`src/rtl/seller_pkg.sv`:
```
// Shared definitions for the seller datapath key front-end.
// Optional feature macro: KEY_REPEAT_EN (auto-repeat while a key is held).
package seller_pkg;

    // Debouncer state encoding; values are fixed so they can be probed in the lab.
    typedef enum logic [1:0] {
        KEY_IDLE  = 2'd0,
        KEY_PRESS = 2'd1,
        KEY_HELD  = 2'd2,
        KEY_REL   = 2'd3
    } key_state_t;

    // 20 ms at 50 MHz for debounce, 0.5 s between auto-repeat pulses.
    localparam int unsigned DEF_DEB_CNT = 1_000_000;
    localparam int unsigned DEF_REP_CNT = 25_000_000;
    localparam int unsigned DEF_CNT_W   = 25;

    // Smallest legal debounce length: the sync stages plus a meaningful window.
    localparam int unsigned MIN_DEB_CNT = 4;

    // True when a counter of width w can reach n-1 without wrapping.
    function automatic bit cnt_fits(input int unsigned n, input int unsigned w);
        if (w >= 32) begin
            return 1'b1;
        end
        return (64'(n) <= (64'd1 << w));
    endfunction

endpackage : seller_pkg

```
`src/rtl/key_debounce.sv`:
```
// Per-key synchroniser, debounce FSM and counter; emits a one-cycle hit per confirmed press.
// With KEY_REPEAT_EN defined, a held key also produces a hit every REP_CNT cycles.
module key_debounce
    import seller_pkg::*;
#(
    parameter int unsigned DEB_CNT = DEF_DEB_CNT,
    parameter int unsigned CNT_W   = DEF_CNT_W
`ifdef KEY_REPEAT_EN
    ,
    parameter int unsigned REP_CNT = DEF_REP_CNT
`endif
) (
    input  logic clk,
    input  logic rst_n,
    input  logic key,
    output logic hit
);

    localparam logic [CNT_W-1:0] DEB_LAST = CNT_W'(DEB_CNT - 1);
`ifdef KEY_REPEAT_EN
    localparam logic [CNT_W-1:0] REP_LAST = CNT_W'(REP_CNT - 1);
`endif

    logic             sync1;
    logic             k_s;
    key_state_t       state;
    logic [CNT_W-1:0] cnt;
    // Cleared by reset; set only after a full debounced release so a key that is
    // still held across reset cannot produce a pulse.
    logic             armed;

    // Two-stage synchroniser, preset to the released level.
    always_ff @(posedge clk) begin
        if (!rst_n) begin
            sync1 <= 1'b1;
            k_s   <= 1'b1;
        end else begin
            sync1 <= key;
            k_s   <= sync1;
        end
    end

    // Debounce FSM; cnt clears on every state change, hit is a registered strobe.
    always_ff @(posedge clk) begin
        if (!rst_n) begin
            state <= KEY_IDLE;
            cnt   <= '0;
            armed <= 1'b0;
            hit   <= 1'b0;
        end else begin
            hit <= 1'b0;
            case (state)
                KEY_IDLE: begin
                    if (!armed) begin
                        if (!k_s) begin
                            cnt <= '0;
                        end else if (cnt == DEB_LAST) begin
                            armed <= 1'b1;
                            cnt   <= '0;
                        end else begin
                            cnt <= cnt + CNT_W'(1);
                        end
                    end else if (!k_s) begin
                        state <= KEY_PRESS;
                        cnt   <= '0;
                    end
                end

                KEY_PRESS: begin
                    if (k_s) begin
                        state <= KEY_IDLE;
                        cnt   <= '0;
                    end else if (cnt == DEB_LAST) begin
                        state <= KEY_HELD;
                        cnt   <= '0;
                        hit   <= 1'b1;
                    end else begin
                        cnt <= cnt + CNT_W'(1);
                    end
                end

                KEY_HELD: begin
                    if (k_s) begin
                        state <= KEY_REL;
                        cnt   <= '0;
                    end
`ifdef KEY_REPEAT_EN
                    else if (cnt == REP_LAST) begin
                        cnt <= '0;
                        hit <= 1'b1;
                    end else begin
                        cnt <= cnt + CNT_W'(1);
                    end
`endif
                end

                KEY_REL: begin
                    if (!k_s) begin
                        state <= KEY_HELD;
                        cnt   <= '0;
                    end else if (cnt == DEB_LAST) begin
                        state <= KEY_IDLE;
                        cnt   <= '0;
                    end else begin
                        cnt <= cnt + CNT_W'(1);
                    end
                end

                default: begin
                    state <= KEY_IDLE;
                    cnt   <= '0;
                end
            endcase
        end
    end

endmodule : key_debounce

```
`src/rtl/coin_key_filter.sv`:
```
// Seller front-end: debounces the coin and money buttons and arbitrates their pulses
// so that flag_coin and flag_money are never high in the same cycle.
// Optional feature macro: KEY_REPEAT_EN (auto-repeat while a key is held).
module coin_key_filter
    import seller_pkg::*;
#(
    parameter int unsigned DEB_CNT = DEF_DEB_CNT,
    parameter int unsigned REP_CNT = DEF_REP_CNT,
    parameter int unsigned CNT_W   = DEF_CNT_W
) (
    input  logic clk,
    input  logic rst_n,
    input  logic key_coin,
    input  logic key_money,
    output logic flag_coin,
    output logic flag_money
);

    // Reject configurations where the counters could wrap or debounce is too short.
    if (DEB_CNT < MIN_DEB_CNT || !cnt_fits(DEB_CNT, CNT_W) || !cnt_fits(REP_CNT, CNT_W)) begin : g_cfg_err
        $error("coin_key_filter: illegal DEB_CNT/REP_CNT/CNT_W combination");
    end

    logic hit_coin;
    logic hit_money;
    logic pending;

    key_debounce #(
        .DEB_CNT (DEB_CNT),
        .CNT_W   (CNT_W)
`ifdef KEY_REPEAT_EN
        ,
        .REP_CNT (REP_CNT)
`endif
    ) u_deb_coin (
        .clk   (clk),
        .rst_n (rst_n),
        .key   (key_coin),
        .hit   (hit_coin)
    );

    key_debounce #(
        .DEB_CNT (DEB_CNT),
        .CNT_W   (CNT_W)
`ifdef KEY_REPEAT_EN
        ,
        .REP_CNT (REP_CNT)
`endif
    ) u_deb_money (
        .clk   (clk),
        .rst_n (rst_n),
        .key   (key_money),
        .hit   (hit_money)
    );

    // Coin wins a collision; money is parked in pending and issued on the next coin-free cycle.
    always_ff @(posedge clk) begin
        if (!rst_n) begin
            flag_coin  <= 1'b0;
            flag_money <= 1'b0;
            pending    <= 1'b0;
        end else if (hit_coin) begin
            flag_coin  <= 1'b1;
            flag_money <= 1'b0;
            pending    <= pending | hit_money;
        end else begin
            flag_coin  <= 1'b0;
            flag_money <= pending | hit_money;
            pending    <= pending & hit_money;
        end
    end

endmodule : coin_key_filter

```
`config.mk`:
```
export PLATFORM = sky130hd
export DESIGN_NAME = coin_key_filter
export DESIGN_NICKNAME = d
export VERILOG_FILES = /design/src/rtl/seller_pkg.sv /design/src/rtl/key_debounce.sv /design/src/rtl/coin_key_filter.sv
export SDC_FILE = /design/constraint.sdc
export NUM_CORES = 1
export LEC_CHECK = 0
export ABC_AREA = 1
export BUFFER_PORTS_ARGS = -buffer_cell sky130_fd_sc_hd__buf_2
export CORE_MARGIN = 2
export CORE_UTILIZATION = 25
export CTS_CLUSTER_SIZE = 10
export DETAILED_ROUTE_END_ITERATION = 10
export SLEW_MARGIN = 20
export SYNTH_ARGS = -nofsm -noshare
export SYNTH_HDL_FRONTEND = slang
export SYNTH_HIERARCHICAL = 1
export SYNTH_SLANG_ARGS = --single-unit
```
`constraint.sdc`:
```
create_clock -name clk -period 3.3 [get_ports clk]
set_clock_uncertainty 0.2 [all_clocks]
set_input_delay 0.165 -clock clk [delete_from_list [all_inputs] [get_ports clk]]
set_output_delay 0.165 -clock clk [all_outputs]
set_load 0.005 [all_outputs]
```
## Yosys cells after proc, flatten, opt, wreduce, memory -nomap -nowiden

Cells that the tools add are included.

| word-level totals | value |
|---|---|
| register bits after elaboration | 65 |
| bits in latches | 0 |
| memory bits (writable) | 0 |
| ROM bits | 0 |
| input port bits | 4 |
| output and inout bits | 2 |
| logic and storage cells | 89 |
| memories | 0 |

| operators by class | value |
|---|---|
| add/subtract/negate cells | 2 |
| multiply operators | 0 |
| divide/modulo/power cells | 0 |
| $lt $le $gt $ge | 0 |
| eq/ne operators | 20 |
| shift operators | 0 |
| muxes and demuxes | 38 |
| bitwise operators | 5 |
| reductions and logical operators | 9 |

Operators by type and width:

| operator | count |
|---|---|
| 25-bit 2-to-1 mux | 12 |
| 25-bit case mux with 4 select lines | 2 |
| 25-bit by 1-bit adder with 25-bit output (second input constant) | 2 |
| 25-bit by 20-bit equality test with 1-bit output (second input constant) | 2 |
| 2-bit 2-to-1 mux | 14 |
| 2-bit case mux with 4 select lines | 2 |
| 3-bit inequality test (second input constant) | 4 |
| 5-bit AND reduction | 2 |
| 2-bit equality test (second input constant) | 4 |
| 1-bit 2-to-1 mux | 8 |
| 2-bit by 1-bit inequality test with 1-bit output (second input constant) | 4 |
| 3-bit by 1-bit inequality test with 1-bit output (second input constant) | 2 |
| 3-bit OR reduction | 2 |
| 2-bit by 1-bit equality test with 1-bit output (second input constant) | 2 |
| 2-bit zero test | 2 |
| 2-bit inequality test (second input constant) | 2 |
| 2-bit AND reduction | 2 |
| 1-bit NOT | 3 |
| 2-bit OR reduction | 1 |
| 1-bit AND | 1 |
| 1-bit OR | 1 |

## Depth between registers and ports, before layout

| logic depth | value |
|---|---|
| word-level depth | 5 |
| depth in mapped cells | 12 |
| mapped depth without buffers | 12 |

## Modules after synthesis

The synthesis kept the hierarchy.

Modules (own cells, without submodules):

| module | times used | cells each | area an instance (um2) | sequential area each (um2) |
|---|---|---|---|---|
| key_debounce (u_deb_coin) | 1 | 260 | 1811.7 | 620.6 |
| key_debounce (u_deb_money) | 1 | 263 | 1773.0 | 620.6 |
| coin_key_filter | 1 | 9 | 88.8 | 60.1 |

## Worst setup path after synthesis

OpenSTA, ideal clock, no wires.

| timing | value |
|---|---|
| path kind | reg-to-reg |
| from | register u_deb_coin.cnt[0] |
| to | register u_deb_coin.cnt[14] |
| data arrival time | 1.497 ns |
| data required time | 2.984 ns |
| slack | 1.487 ns |
| cell stages (with the launch flop) | 12 |
| buffers on the path | 1 |
| cell sequence | dfxtp_1 ha_1 nand3_2 nor2_4 inv_2 nor2_2 nand2_1 nand3_1 nand4_4 nand2_4 buf_6 nor2_1 |

| between the ends | value |
|---|---|
| cells in the longest elaborated chain, start to end | 5 |
| elaborated cells on any way between the ends | 7 |
| classes of those cells | add/sub (1); eq/ne (1); mux (5) |

Ends and longest elaborated chain:

| element | line | text |
|---|---|---|
| from (decl) | key_debounce.sv:27 | `logic [CNT_W-1:0] cnt;` |
| from (signal assigned) | key_debounce.sv:61 | `cnt <= cnt + CNT_W'(1);` |
| from (signal assigned) | key_debounce.sv:78 | `cnt <= cnt + CNT_W'(1);` |
| from (signal assigned) | key_debounce.sv:105 | `cnt <= cnt + CNT_W'(1);` |
| 25-bit by 1-bit adder with 25-bit output / 25-bit by 20-bit equality test with 1-bit output (equally long branches) | - |  |
| 25-bit 2-to-1 mux * | key_debounce.sv:57, key_debounce.sv:73, key_debounce.sv:101 |  |
| 25-bit 2-to-1 mux | key_debounce.sv:98 | `if (!k_s) begin` |
| 25-bit 2-to-1 mux | key_debounce.sv:54 | `if (!armed) begin` |
| 25-bit case mux with 4 select lines * | key_debounce.sv:52 | `case (state)` |

Every way passes the cells marked *; elsewhere a longest branch is shown, timed or not.
A chain may end at the register's enable or synchronous reset.

## Worst setup path in the final report

| timing | value |
|---|---|
| from | register u_deb_coin.cnt[0] |
| to | register u_deb_coin.cnt[16] |

The elaborated chain is that of the path after synthesis.

==> reports/results.tsv <==
stage	metric	value	unit
place	place_congestion	0.8178	
finish	fin_area	4151	µm²
logic_synthesis	ys_ff_latch	65	
detailed_routing	first_pass_iters	4	
sta	setup_viol	0	
global_route	grt_overflow	0	
detailed_routing	via_count	3153	
job	cap_violations	0	
place	io_buffers	5	
global_route	grt_pass1_vias	2990	
setup_path	slowest_stage	dfxtp_1	
global_route	use_met1	13.53	%
cts	clk_path_buf_depth	2	
detailed_routing	drtAntennaViolNets	0	
setup_path	rr_endpoint	u_deb_coin/cnt[16]	
finish	nets	549	
cts	clock-root-buffer	clkbuf_16	
global_route	grtUsageMet3	2.953	%
detailed_routing	drc	0	
sta	hold_violations	0	
logic_synthesis	avgSynthCellArea	6.905	µm²
logic_synthesis	synth.distinct_cells	30	
global_route	antenna_found_initial	0	
detailed_routing	viasPerCell	4.307	
finish	largestRegisters	u_deb_coin/cnt: 25 flops, u_deb_money/cnt: 25 flops	
cts	clkSinkCount	65	
cts	cts_setup_buffers	0	
outcome	run_status	finished clean	
sta	relSlewSlack	74.85	%
sta	holdWs	52.54	ps
power	p_per_area	431.0	nW/µm²
logic_synthesis	synthCells	532	
floorplanning	fp.dieArea	15680	µm²
global_route	use_met2	17.10	%
setup_path	required	3310	ps
detailed_routing	drt_iter0_markers	182	
cts	h-tree-depth	3	
setup_path	crit_chain	ha_1, nand3_2, nor2_4, inv_2, nor2_2, nand2_1, nand3_2, nand4_4, nand2_4, nor2_1	
setup_path	reg2reg_setup_slack	1220	ps
cts	cts_made_buffers	9	
setup_path	arrival	2080	ps
finish	layout-drive-gt1-share	12.59	%
sta	rsz0062_at_grt	no	
min_path	holdCritStartpoint	rst_n	
global_route	grtUsageTotal	10.39	%
cts	cts.reportedPaths.clkPinSlew	50	ps
detailed_routing	wl	7648	µm
logic_synthesis	syn_area	3674	µm²
power	ir_worst_vdd	326.4	µV
sta	max_freq	481.0	MHz
cts	cts_tree	yes	
floorplanning	start_util	25.47	%
setup_path	r2r_cells	10	
setup_path	r2r-start	u_deb_coin/cnt[0]	
sta	final_max_slew_viol_count	0	
sta	finalCriticalPeriod	2079	ps
logic_synthesis	ys_seq_area_share	35.42	%
global_route	grt_max_degree	22	
cts	clock_latency	330	ps
floorplanning	die_h	125.2	µm
detailed_routing	avgRoutedWirePerCell	10.45	µm
floorplanning	ios	6	
setup_path	worstPathMaxFanout	20	
setup_path	critPathKind	flip-flop to flip-flop	
sta	period_share	63.00	%
global_route	grt_busiest_layer	met2	
finish	area_growth	13.01	%
sta	finalSetupTns	0	ps
setup_path	start_kind	flip-flop	
cts	ctsHoldBuffers	2	
floorplanning	core_area	14420	µm²
floorplanning	die_w	125.2	µm
min_path	min_to	u_deb_coin/cnt[10]	
place	place_area	3841	µm²
min_path	hold_path.class	input port to flip-flop	
setup_path	slowest_delay	370	ps
place	dp.final_hpwl	5577	µm
logic_synthesis	ys_warn_count	6	
global_route	grt_pass1_wl	13600	µm
logic_synthesis	ys_async_sr_fraction	0	%
power	finalPower	1.789	mW
power	leakagePower	1.605	nW
floorplanning	rows	44	
logic_synthesis	syn_nets	538	
cts	cts_resized	0	
min_path	worst_hold_path.num_cells	3	
logic_synthesis	ys.flop_type	dfxtp_1	
setup_path	critical_path.most_common_cell	nand3_2	
finish	fin_util	28.78	%
finish	n_antenna_cell	0	
logic_synthesis	synth_edf_count	0	
sta	tightest_slew	373.8	ps
setup_path	end_kind	flip-flop	
## per-layer routing
layer	wire (µm)	vias to the layer above
met1	3798	1407
met2	3435	49
met5	0	-
li1	-	1688
met3	342	9
met4	72	0
## cell type report
cell class / instances / area, µm²
Fill cell: 1600 / 10270
Sequential cell: 65 / 1301
Clock inverter: 3 / 40.04
Clock buffer: 13 / 250.2
Timing Repair Buffer: 7 / 45.04
Tap cell: 184 / 230.2
Multi-Input combinational cell: 379 / 1976
Inverter: 81 / 309.0
## synthesized netlist by cell type, drive strengths merged (4+ instances only)
library cell	number	share of area [%]
xor2	28	6.7
xnor2	8	1.9
nand3	40	6.0
nor2	107	13
inv	81	8.4
dfxtp	65	35
nand4	21	4.4
or2	4	0.68
nor4	5	0.85
a21oi	5	0.68
buf	7	2.4
nand2	126	14
nor3	20	2.9
o21ai	7	1.1
## logic make-up (layout without fill, tap and decap cells)
group / after synthesis / in the layout / synth area share [%]
adders and majority gates: 2 / 2 / 0.6811
xor gates and xnor gates: 36 / 36 / 8.583
DFF: 65 / 65 / 35.42
AOI/OAI and AO/OA: 15 / 15 / 2.452
and+or+nand+nor: 324 / 324 / 41.52
muxes: 2 / 2 / 0.5450
buffers and inverters: 88 / 104 / 10.80
## through the flow
step / setup slack [ps] / cells
floorplan: 1487 / 532
global placement: 1230 / 714
detailed placement: 1203 / 714
CTS: 1194 / 732
global route: 1006 / 732
finish: 1221 / 732
## layout by cell type (no fill, tap or decap)
master	instances
a21oi_1	5
a31o_2	1
buf_2	5
bufinv_16	1
clkbuf_1	3
clkbuf_16	9
clkbuf_8	1
clkinv_2	2
dfxtp_1	65
dlygate4sd3_1	2
ha_1	2
inv_1	75
inv_2	5
inv_6	1
mux2i_1	2
nand2_1	117
nand2_2	6
nand2_4	3
nand3_1	36
nand3_2	4
nand4_1	19
nand4_4	2
nor2_1	84
nor2_2	22
nor2_4	1
nor3_1	19
nor3_2	1
nor3b_1	1
nor4_1	5
o2111ai_1	2
o21ai_0	6
o21ai_2	1
or2_2	4
xnor2_1	8
xor2_1	28
## critical path: cells and delay by family, from the launching register on
kind,cells,cell delay [ps]
fa+ha+maj,1,200
simple gates,8,1110
buf+inv,1,60
flops,1,370
## power breakdown
| group | internal (mW) | switching (mW) |
|---|---|---|
| registers | 0.794 | 0.00749 |
| logic | 0.0167 | 0.0321 |
| clock network | 0.603 | 0.336 |
| total | 1.41 | 0.376 |
## worst max path at each step
stage / start / to / slack, ps / cells past startpoint
3_5_place_dp: u_deb_coin/cnt[0] / u_deb_coin/cnt[16] / 1200 / 10
2_1_floorplan: u_deb_coin/cnt[0] / u_deb_coin/cnt[14] / 1490 / 11
3_3_place_gp: u_deb_coin/cnt[0] / u_deb_coin/cnt[16] / 1230 / 10
5_1_grt: u_deb_coin/cnt[0] / u_deb_coin/cnt[16] / 1010 / 10
6_report: u_deb_coin/cnt[0] / u_deb_coin/cnt[16] / 1220 / 10
4_1_cts: u_deb_coin/cnt[0] / u_deb_coin/cnt[16] / 1190 / 10
No activity file was read; power rests on OpenSTA's default activity.
